**src/rtl/turn_signal_input_cond_pkg.sv**
```systemverilog
// ============================================================================
// turn_signal_pkg : default constants and shared types for the turn-signal
//                   input conditioner.
// Rev 1.0
// ============================================================================
`default_nettype none

package turn_signal_pkg;

  localparam int SYNC_STAGES_DEF     = 2;
  localparam int DEBOUNCE_CYCLES_DEF = 500000;
  localparam int TICK_DIV_DEF        = 2500000;

  localparam int DEB_CNT_W_DEF  = $clog2(DEBOUNCE_CYCLES_DEF + 1);
  localparam int TICK_CNT_W_DEF = $clog2(TICK_DIV_DEF);

  // The three levels that define the light-sequence mode; a change in any
  // of them restarts the step period.
  typedef struct packed {
    logic hazard;
    logic turn_en;
    logic right_sel;
  } mode_t;

endpackage

`default_nettype wire

```
**src/rtl/turn_signal_input_cond_if.sv**
```systemverilog
// ============================================================================
// turn_signal_input_cond_if : raw board inputs and conditioned outputs of the
//                             turn-signal input conditioner.
// Rev 1.0
// ============================================================================
`default_nettype none

interface turn_signal_input_cond_if;

  logic key_lr_n;
  logic sw_hazard;
  logic sw_turn_en;
  logic hazard;
  logic turn_en;
  logic lr_press;
  logic right_sel;
  logic step_tick;

  // master = board/stimulus side, slave = conditioner
  modport master (
    output key_lr_n, sw_hazard, sw_turn_en,
    input  hazard, turn_en, lr_press, right_sel, step_tick
  );

  modport slave (
    input  key_lr_n, sw_hazard, sw_turn_en,
    output hazard, turn_en, lr_press, right_sel, step_tick
  );

endinterface

`default_nettype wire

```
**src/rtl/turn_signal_input_cond_debounce_filter.sv**
```systemverilog
// ============================================================================
// debounce_filter : synchronizer, consecutive-mismatch counter and stable
//                   level register with registered fall/rise strobes.
// Rev 1.0
// ============================================================================
`default_nettype none

module debounce_filter
  import turn_signal_pkg::*;
#(
  parameter int   SYNC_STAGES     = SYNC_STAGES_DEF,
  parameter int   DEBOUNCE_CYCLES = DEBOUNCE_CYCLES_DEF,
  parameter logic RESET_VAL       = 1'b0
) (
  input  logic clk_i,
  input  logic rst_i,
  input  logic raw_i,
  output logic level_o,
  output logic fall_o,
  output logic rise_o,
  output logic change_o
);

  localparam int               CNT_W    = $clog2(DEBOUNCE_CYCLES + 1);
  localparam logic [CNT_W-1:0] CNT_LAST = CNT_W'(DEBOUNCE_CYCLES - 1);

  logic [SYNC_STAGES-1:0] sync_q;
  logic [CNT_W-1:0]       cnt_q, cnt_d;
  logic                   stable_q, stable_d;
  logic                   fall_q, fall_d;
  logic                   rise_q, rise_d;
  logic                   synced;
  logic                   mismatch;
  logic                   flip;

  assign synced = sync_q[SYNC_STAGES-1];

  // cnt never passes CNT_LAST: reaching it with a mismatch flips and clears.
  always_comb begin
    mismatch = (synced != stable_q);
    flip     = mismatch && (cnt_q == CNT_LAST);
    cnt_d    = '0;
    if (mismatch && !flip) begin
      cnt_d = cnt_q + 1'b1;
    end
    stable_d = stable_q ^ flip;
    fall_d   = flip &  stable_q;
    rise_d   = flip & ~stable_q;
  end

  always_ff @(posedge clk_i) begin
    if (rst_i) begin
      sync_q   <= {SYNC_STAGES{RESET_VAL}};
      cnt_q    <= '0;
      stable_q <= RESET_VAL;
      fall_q   <= 1'b0;
      rise_q   <= 1'b0;
    end else begin
      sync_q   <= {sync_q[SYNC_STAGES-2:0], raw_i};
      cnt_q    <= cnt_d;
      stable_q <= stable_d;
      fall_q   <= fall_d;
      rise_q   <= rise_d;
    end
  end

  assign level_o  = stable_q;
  assign fall_o   = fall_q;
  assign rise_o   = rise_q;
  assign change_o = flip;

endmodule

`default_nettype wire

```
**src/rtl/turn_signal_input_cond.sv**
```systemverilog
// ============================================================================
// turn_signal_input_cond : conditions the L/R key and hazard/turn switches
//                          and generates step_tick for the light FSM.
// Build option: DEBOUNCE_SWITCHES_EN also debounces the two switches.
// Rev 1.0
// ============================================================================
`default_nettype none

module turn_signal_input_cond
  import turn_signal_pkg::*;
#(
  parameter int SYNC_STAGES     = SYNC_STAGES_DEF,
  parameter int DEBOUNCE_CYCLES = DEBOUNCE_CYCLES_DEF,
  parameter int TICK_DIV        = TICK_DIV_DEF
) (
  input  logic                    ADC_CLK_10,
  input  logic                    reset,
  turn_signal_input_cond_if.slave bus
);

  localparam int                TCNT_W    = $clog2(TICK_DIV);
  localparam logic [TCNT_W-1:0] TCNT_LAST = TCNT_W'(TICK_DIV - 1);

  logic              key_level, key_fall, key_rise, key_change;
  logic              haz_lvl, ten_lvl, haz_chg, ten_chg;
  logic              right_sel_q, right_sel_d;
  logic              step_tick_q, step_tick_d;
  logic [TCNT_W-1:0] tcnt_q, tcnt_d;
  logic              tick_wrap, restart;
  mode_t             mode_chg;
  logic              unused_key;

  debounce_filter #(
    .SYNC_STAGES     (SYNC_STAGES),
    .DEBOUNCE_CYCLES (DEBOUNCE_CYCLES),
    .RESET_VAL       (1'b1)
  ) u_key_filter (
    .clk_i    (ADC_CLK_10),
    .rst_i    (reset),
    .raw_i    (bus.key_lr_n),
    .level_o  (key_level),
    .fall_o   (key_fall),
    .rise_o   (key_rise),
    .change_o (key_change)
  );

  assign unused_key = ^{key_level, key_rise, key_change};

`ifdef DEBOUNCE_SWITCHES_EN
  logic haz_fall, haz_rise, ten_fall, ten_rise;
  logic unused_sw;

  debounce_filter #(
    .SYNC_STAGES     (SYNC_STAGES),
    .DEBOUNCE_CYCLES (DEBOUNCE_CYCLES),
    .RESET_VAL       (1'b0)
  ) u_haz_filter (
    .clk_i    (ADC_CLK_10),
    .rst_i    (reset),
    .raw_i    (bus.sw_hazard),
    .level_o  (haz_lvl),
    .fall_o   (haz_fall),
    .rise_o   (haz_rise),
    .change_o (haz_chg)
  );

  debounce_filter #(
    .SYNC_STAGES     (SYNC_STAGES),
    .DEBOUNCE_CYCLES (DEBOUNCE_CYCLES),
    .RESET_VAL       (1'b0)
  ) u_ten_filter (
    .clk_i    (ADC_CLK_10),
    .rst_i    (reset),
    .raw_i    (bus.sw_turn_en),
    .level_o  (ten_lvl),
    .fall_o   (ten_fall),
    .rise_o   (ten_rise),
    .change_o (ten_chg)
  );

  assign unused_sw = ^{haz_fall, haz_rise, ten_fall, ten_rise};
`else
  logic [SYNC_STAGES-1:0] haz_sync_q, ten_sync_q;

  always_ff @(posedge ADC_CLK_10) begin
    if (reset) begin
      haz_sync_q <= '0;
      ten_sync_q <= '0;
    end else begin
      haz_sync_q <= {haz_sync_q[SYNC_STAGES-2:0], bus.sw_hazard};
      ten_sync_q <= {ten_sync_q[SYNC_STAGES-2:0], bus.sw_turn_en};
    end
  end

  // A level changes at the next edge when the last two stages disagree.
  assign haz_lvl = haz_sync_q[SYNC_STAGES-1];
  assign ten_lvl = ten_sync_q[SYNC_STAGES-1];
  assign haz_chg = haz_sync_q[SYNC_STAGES-1] ^ haz_sync_q[SYNC_STAGES-2];
  assign ten_chg = ten_sync_q[SYNC_STAGES-1] ^ ten_sync_q[SYNC_STAGES-2];
`endif

  // right_sel flips on the edge where lr_press is high, so that edge is
  // also a mode change; a restart takes precedence over a pending wrap.
  always_comb begin
    mode_chg           = '0;
    mode_chg.hazard    = haz_chg;
    mode_chg.turn_en   = ten_chg;
    mode_chg.right_sel = key_fall;
    restart            = |mode_chg;
    tick_wrap          = (tcnt_q == TCNT_LAST);
    right_sel_d        = right_sel_q ^ key_fall;
    step_tick_d        = tick_wrap && !restart;
    tcnt_d             = (restart || tick_wrap) ? '0 : tcnt_q + 1'b1;
  end

  always_ff @(posedge ADC_CLK_10) begin
    if (reset) begin
      right_sel_q <= 1'b0;
      step_tick_q <= 1'b0;
      tcnt_q      <= '0;
    end else begin
      right_sel_q <= right_sel_d;
      step_tick_q <= step_tick_d;
      tcnt_q      <= tcnt_d;
    end
  end

  assign bus.hazard    = haz_lvl;
  assign bus.turn_en   = ten_lvl;
  assign bus.lr_press  = key_fall;
  assign bus.right_sel = right_sel_q;
  assign bus.step_tick = step_tick_q;

endmodule

`default_nettype wire

```
**src/flat_wrapper.sv**
```systemverilog
// flat-port wrapper written by rule: the top's interface ports become plain ports
module turn_signal_input_cond_flat import turn_signal_pkg::*;
#(
  parameter int SYNC_STAGES     = SYNC_STAGES_DEF,
  parameter int DEBOUNCE_CYCLES = DEBOUNCE_CYCLES_DEF,
  parameter int TICK_DIV        = TICK_DIV_DEF
)
  (ADC_CLK_10, reset, bus_key_lr_n, bus_sw_hazard, bus_sw_turn_en, bus_hazard, bus_turn_en, bus_lr_press, bus_right_sel, bus_step_tick);
  turn_signal_input_cond_if bus_i ();
  input  logic ADC_CLK_10;
  input  logic reset;
  input wire logic [$bits(bus_i.key_lr_n)-1:0] bus_key_lr_n;
  input wire logic [$bits(bus_i.sw_hazard)-1:0] bus_sw_hazard;
  input wire logic [$bits(bus_i.sw_turn_en)-1:0] bus_sw_turn_en;
  output wire logic [$bits(bus_i.hazard)-1:0] bus_hazard;
  output wire logic [$bits(bus_i.turn_en)-1:0] bus_turn_en;
  output wire logic [$bits(bus_i.lr_press)-1:0] bus_lr_press;
  output wire logic [$bits(bus_i.right_sel)-1:0] bus_right_sel;
  output wire logic [$bits(bus_i.step_tick)-1:0] bus_step_tick;
  assign bus_i.key_lr_n = bus_key_lr_n;
  assign bus_i.sw_hazard = bus_sw_hazard;
  assign bus_i.sw_turn_en = bus_sw_turn_en;
  assign bus_hazard = bus_i.hazard;
  assign bus_turn_en = bus_i.turn_en;
  assign bus_lr_press = bus_i.lr_press;
  assign bus_right_sel = bus_i.right_sel;
  assign bus_step_tick = bus_i.step_tick;
  turn_signal_input_cond #(.SYNC_STAGES(SYNC_STAGES), .DEBOUNCE_CYCLES(DEBOUNCE_CYCLES), .TICK_DIV(TICK_DIV)) u_core (.ADC_CLK_10(ADC_CLK_10), .reset(reset), .bus(bus_i));
endmodule
```
**config.mk**
```make
export PLATFORM = sky130hd
export DESIGN_NAME = turn_signal_input_cond_flat
export DESIGN_NICKNAME = d
export VERILOG_FILES = /design/src/rtl/turn_signal_input_cond_pkg.sv /design/src/rtl/turn_signal_input_cond_if.sv /design/src/rtl/turn_signal_input_cond_debounce_filter.sv /design/src/rtl/turn_signal_input_cond.sv /design/src/flat_wrapper.sv
export SDC_FILE = /design/constraint.sdc
export NUM_CORES = 1
export LEC_CHECK = 0
export CAP_MARGIN = 10
export CORE_UTILIZATION = 45
export CTS_CLUSTER_DIAMETER = 120
export CTS_CLUSTER_SIZE = 24
export DETAILED_ROUTE_END_ITERATION = 8
export DONT_BUFFER_PORTS = 1
export PLACE_DENSITY_LB_ADDON = 0.12
export REMOVE_ABC_BUFFERS = 1
export SLEW_MARGIN = 15
export SYNTH_ARGS = -nofsm -noshare
export SYNTH_HDL_FRONTEND = slang
export SYNTH_SLANG_ARGS = --single-unit
```
**constraint.sdc**
```tcl
create_clock -name ADC_CLK_10 -period 3.65 [get_ports ADC_CLK_10]
set_input_delay 0.5475 -clock ADC_CLK_10 [delete_from_list [all_inputs] [get_ports ADC_CLK_10]]
set_output_delay 0.5475 -clock ADC_CLK_10 [all_outputs]
set_load 0.02 [all_outputs]
```
==> run_results.csv, run 1 <==
group,metric,value,unit
final_layout,area_growth,7.26,%
cts,htree_levels,2,
cts,cts_sinks,51,
die,start_util,0.467,
synthesis,dominantRegCellSynth,"dfxtp_1",
sta,setup_violations,0,
routing,finalWirelength,3750,um
setup_path,required,3.86,ns
final_layout,multi_input_area,1140,um2
global_route,grt_pass1_wl,6510,um
synthesis,yosys_warnings,0,
routing,wl_per_cell,11.8,um
power_and_ir_drop,total_power,924,uW
global_route,grt_max_degree,23,
routing,via_per_inst,5.18,
synthesis,ys_seq_area_frac,0.463,
cts,clockBufferDepth,2,
final_layout,n_antenna_cell,0,
setup_path,crit_fanout,19,
die,die_height,72.0,um
routing,drc,0,
cts,clkLatencyLatePin,0.31,ns
placed_design,io_buffers,0,
setup_path,cp.buffers_inverters,0,
flow_run,max-cap-violations,0,
setup_path,critPathCaptureType,"register",
setup_path,critPathMaxStageDelay,0.66,ns
synthesis,syn_inst,247,
sta,tns,0,ns
setup_path,path_delay_family,"compound AO/OA/AOI/OAI gates",
placed_design,numPlacedInstances,309,
die,rows,25,
final_layout,layout-drive-gt1-share,0.0760,
sta,clock_skew,0.00826,ns
setup_path,worstPathArrival,2.32,ns
global_route,antenna_found_initial,0,
die,die_area,5190,um2
worst_hold_path,hold_path.class,"in -> reg",
placed_design,gp_congestion,0.758,
setup_path,reg2reg_slack,1.53,ns
cts,cts_buffers,5,
final_layout,fin_nets,256,
final_layout,register_area,1020,um2
die,io_pins,10,
placed_design,dp_hpwl,2610,um
sta,period_needed,2.12,ns
global_route,grt_pass1_vias,1419,
cts,cts_resized,0,
cts,clock-root-buffer,"clkbuf_8",
cts,clk_pin_slew,0.10,ns
synthesis,synth-edff-count,0,
sta,finalCritPeriodShare,0.580,
sta,fmax,473,MHz
sta,hold-worst-slack,0.292,ns
setup_path,crit_type,"reg -> reg",
power_and_ir_drop,power_density,390,nW/um2
routing,firstDrtPassIters,4,
sta,rsz0062_at_grt,"false",
setup_path,slowest_stage,"o21ai_2",
global_route,grt_overflow,0,
routing,drtAntennaViolNets,0,
die,die_w,72.0,um
final_layout,fin_cells,317,
routing,vias,1642,
final_layout,layout_commonest_cell,"dfxtp_1",
sta,max_slew_margin,0.481,
sta,final-hold-violation-count,0,
sta,worstMarginPinSlew,0.778,ns
routing,drtIter0Drc,66,
sta,report.final.slew_viol_count,0,
synthesis,synth_area_leaders,"dfxtp_1, xor2_1, nor2_1",
power_and_ir_drop,p_leak,0.759,nW
cts,postCtsSetupRepairBufs,0,
synthesis,synth_top_area_frac,0.463,
final_layout,final_cell_mix,"dfxtp_1, nor2_1, xor2_1, nand2_1, a21oi_1",
synthesis,async_flop_share,0,
power_and_ir_drop,worst_ir_drop_vdd,0.000143,V
synthesis,synth_area_per_cell,8.94,um2
synthesis,synth_cell_type_count,40,
setup_path,path_cells,"ha_1, and4_1, nand2_1, o21ai_2, o21ba_2",
synthesis,yosys.area.top_type,"dfxtp_1",
synthesis,syn_area,2210,um2
global_route,track_usage,0.158,
setup_path,critPathLaunchType,"register",
status,outcome,"completed",
die,fp.coreArea,4720,um2
final_layout,fill_cells,464,
cts,cts_tree,"yes",
synthesis,synth.ff_latch_count,51,
cts,ctsHoldBuffers,0,
## worst reg2reg max path, stage by stage, from the launching register on
cell,delay [ns]
dfxtp_1,0.37
ha_1,0.21
and4_1,0.36
nand2_1,0.16
o21ai_2,0.66
o21ba_2,0.25
## report_power, final
part	total (mW)	switching, mW	internal [mW]
clock network	0.340	0.199	0.141
logic	0.0174	0.0110	0.00635
registers	0.567	0.00557	0.561
## synthesized netlist by cell type (all sizes together) (6+ instances only)
library cell / count
xnor2: 9
o21ai: 11
and2: 6
dfxtp: 51
nand2: 14
and3: 6
and4: 7
nand3: 14
or3: 8
nand4: 12
xor2: 17
a21oi: 14
nor2: 34
## metal layers
metal,global-route usage,share of wire,vias up,wire (um)
met3,0.0417,0.023,7,87
met2,0.232,0.41,13,1520
met1,0.224,0.55,742,2080
met4,0.0588,0.017,0,64
li1,-,-,880,-
met5,0,0,-,0
## per-stage QoR
stage / setup slack [ns] / area (um2) / util
after global placement: 1.61 / 2270 / 0.481
final: 1.53 / 2370 / 0.501
after detailed placement: 1.57 / 2270 / 0.481
after global routing: 1.39 / 2370 / 0.501
after CTS: 1.54 / 2370 / 0.501
after floorplan: 1.62 / 2180 / -
## final cells by class
class,instances,area share
Timing Repair Buffer,1,0.00317
Tap cell,67,0.0354
Sequential cell,51,0.431
Clock inverter,3,0.0111
Clock buffer,5,0.0291
Multi-Input combinational cell,185,0.482
Inverter,5,0.00793
## flip-flops by register name, indices dropped and copies added, names as in the netlist, named ones only
| register | flops |
|---|---|
| u_core.haz_sync_q | 2 |
| u_core.tcnt_q | 22 |
| u_core.u_key_filter.fall_o | 1 |
| u_core.u_key_filter.sync_q | 2 |
| u_core.ten_sync_q | 2 |
| u_core.bus.step_tick | 1 |
| u_core.u_key_filter.cnt_q | 19 |
| u_core.bus.right_sel | 1 |
## path summary, 6_finish.rpt
check	start	to	cells after the start
hold / removal	reset	u_core.haz_sync_q[0]	1
setup reg to reg	u_core.u_key_filter.cnt_q[0]	u_core.u_key_filter.cnt_q[14]	5
setup / recovery	u_core.u_key_filter.cnt_q[0]	u_core.u_key_filter.cnt_q[14]	5
hold reg to reg	u_core.u_key_filter.sync_q[0]	u_core.u_key_filter.sync_q[1]	1
## cell families after synthesis
group,after synthesis,synth area share
compound gates,32,0.0850
xor+xnor,26,0.103
fa+ha+maj,2,0.0113
buf+inv,11,0.0204
flops,51,0.463
simple gates,125,0.317
Note: power is estimated with default switching activity, not from simulation.
==> run 2: changes to the inputs <==
- clock period: 3.65 -> 2 ns (I/O delays scaled with it)
==> run 2 against run 1 <==
  * Global-route usage increased by 0.46 points
  * Largest cell class unchanged
  * Routed wire length increased by 6.3%
  * Non-clock buffer count increased by 7
  * Critical path type unchanged
  * Worst setup slack got worse by 1.4 ns
  * Critical endpoint is now u_core.tcnt_q[18]
==> run_results.csv, run 2 (synthesis gave the netlist of run 1 again) <==
group,metric,value,unit
status,outcome,"completed",
global_route,grt_pass1_vias,1456,
setup_path,critPathMaxStageDelay,0.50,ns
setup_path,critPathCaptureType,"register",
setup_path,path_delay_family,"simple AND/OR/NAND/NOR gates",
setup_path,crit-reg2reg-launch,"u_core.tcnt_q[0]",
final_layout,regMostFlops,"u_core.tcnt_q",
global_route,grt_max_degree,23,
setup_path,required,2.25,ns
final_layout,area_growth,10.5,%
cts,clk_pin_slew,0.10,ns
placed_design,place_ws,0.190,ns
final_layout,n_antenna_cell,0,
sta,worstMarginPinSlew,0.496,ns
sta,fmax,549,MHz
sta,clock_skew,0.00745,ns
worst_hold_path,hold_path.class,"in -> reg",
cts,cts_sinks,51,
cts,ctsHoldBuffers,0,
cts,clkLatencyLatePin,0.31,ns
final_layout,final_cell_mix,"dfxtp_1, nor2_1, xor2_1, nand2_1, a21oi_1",
sta,hold-worst-slack,0.0452,ns
cts,cts_resized,0,
cts,htree_levels,2,
final_layout,multi_input_area,1140,um2
cts,postCtsSetupRepairBufs,0,
placed_design,gp_congestion,0.806,
setup_path,crit_path_start,"u_core.tcnt_q[0]",
routing,finalWirelength,3980,um
cts,clockBufferDepth,2,
routing,firstDrtPassIters,4,
power_and_ir_drop,power_density,737,nW/um2
worst_hold_path,min_from,"reset",
setup_path,cp.buffers_inverters,0,
routing,drc,0,
die,die_area,5190,um2
power_and_ir_drop,total_power,1.80,mW
cts,cts_buffers,5,
die,rows,25,
routing,wl_per_cell,12.3,um
routing,drtIter0Drc,67,
global_route,antenna_found_initial,0,
die,io_pins,10,
power_and_ir_drop,p_leak,0.799,nW
die,start_util,0.467,
final_layout,layout_commonest_cell,"dfxtp_1",
global_route,track_usage,0.163,
sta,report.final.slew_viol_count,0,
final_layout,largest_reg_flops,22,
setup_path,worstPathArrival,2.07,ns
global_route,use_met3,0.0292,
setup_path,crit_type,"reg -> reg",
die,fp.coreArea,4720,um2
cts,cts_tree,"yes",
cts,clock-root-buffer,"clkbuf_8",
sta,max_slew_margin,0.665,
final_layout,layout-drive-gt1-share,0.101,
placed_design,dp_hpwl,2780,um
final_layout,fill_cells,465,
sta,timing.final.ws_setup,0.180,ns
placed_design,io_buffers,0,
die,die_w,72.0,um
global_route,use_met1,0.223,
sta,period_needed,1.82,ns
setup_path,path_cells,"ha_1, and4_1, nand4_2, or4_1, a21oi_1",
global_route,grt_pass1_wl,6650,um
routing,via_per_inst,5.16,
global_route,use_met2,0.248,
flow_run,max-cap-violations,0,
global_route,grt-busiest-layer,"met2",
final_layout,fin_nets,263,
routing,drtAntennaViolNets,0,
final_layout,register_area,1020,um2
final_layout,top_regs,"u_core.tcnt_q (22), u_core.u_key_filter.cnt_q (19)",
final_layout,final_util,0.517,
sta,setup_violations,0,
sta,rsz0062_at_grt,"false",
setup_path,slowest_stage,"or4_1",
sta,finalCritPeriodShare,0.910,
final_layout,fin_cells,324,
sta,final-hold-violation-count,0,
setup_path,crit_fanout,5,
placed_design,numPlacedInstances,316,
setup_path,critPathLaunchType,"register",
routing,vias,1672,
die,die_height,72.0,um
global_route,grt_overflow,0,
power_and_ir_drop,worst_ir_drop_vdd,0.000331,V
[run 2: cell count changes in the layout (fill, tap and decap cells not counted)]
cell and change:
clkinv_4 -1, inv_6 -1, buf_4 +7, bufinv_16 +1, clkinvlp_4 +1
[run 2: power by group]
part	internal, mW	leakage [nW]	switching, mW	total [mW]
sequential	1.02	0.412	0.0101	1.03
combinational	0.0128	0.332	0.0210	0.0338
clock	0.377	0.0548	0.353	0.730
[run 2: path summary, 6_finish.rpt]
check	depth (start not counted)	slack [ns]	endpoint
max	5	0.18	u_core.tcnt_q[18]
max reg2reg	5	0.18	u_core.tcnt_q[18]
min reg2reg	1	0.43	u_core.u_key_filter.sync_q[1]
min	1	0.05	u_core.haz_sync_q[0]
[run 2: layer usage]
layer,share of wire,up-vias
met1,0.52,758
li1,-,892
met3,0.024,7
met2,0.44,15
met5,0,-
met4,0.018,0
[run 2: final cells by class]
cell class                      count  share of cell area
Multi-Input combinational cell    185               0.468
Clock inverter                      3              0.0190
Tap cell                           67              0.0344
Inverter                            5             0.00769
Timing Repair Buffer                8              0.0246
Sequential cell                    51               0.418
Clock buffer                        5              0.0282
[run 2: through the flow]
stage	setup TNS [ns]	instance area, um2
after floorplan	-0.364	2180
after global placement	0	2320
after detailed placement	0	2320
after CTS	0	2440
after global routing	0	2440
final	0	2440
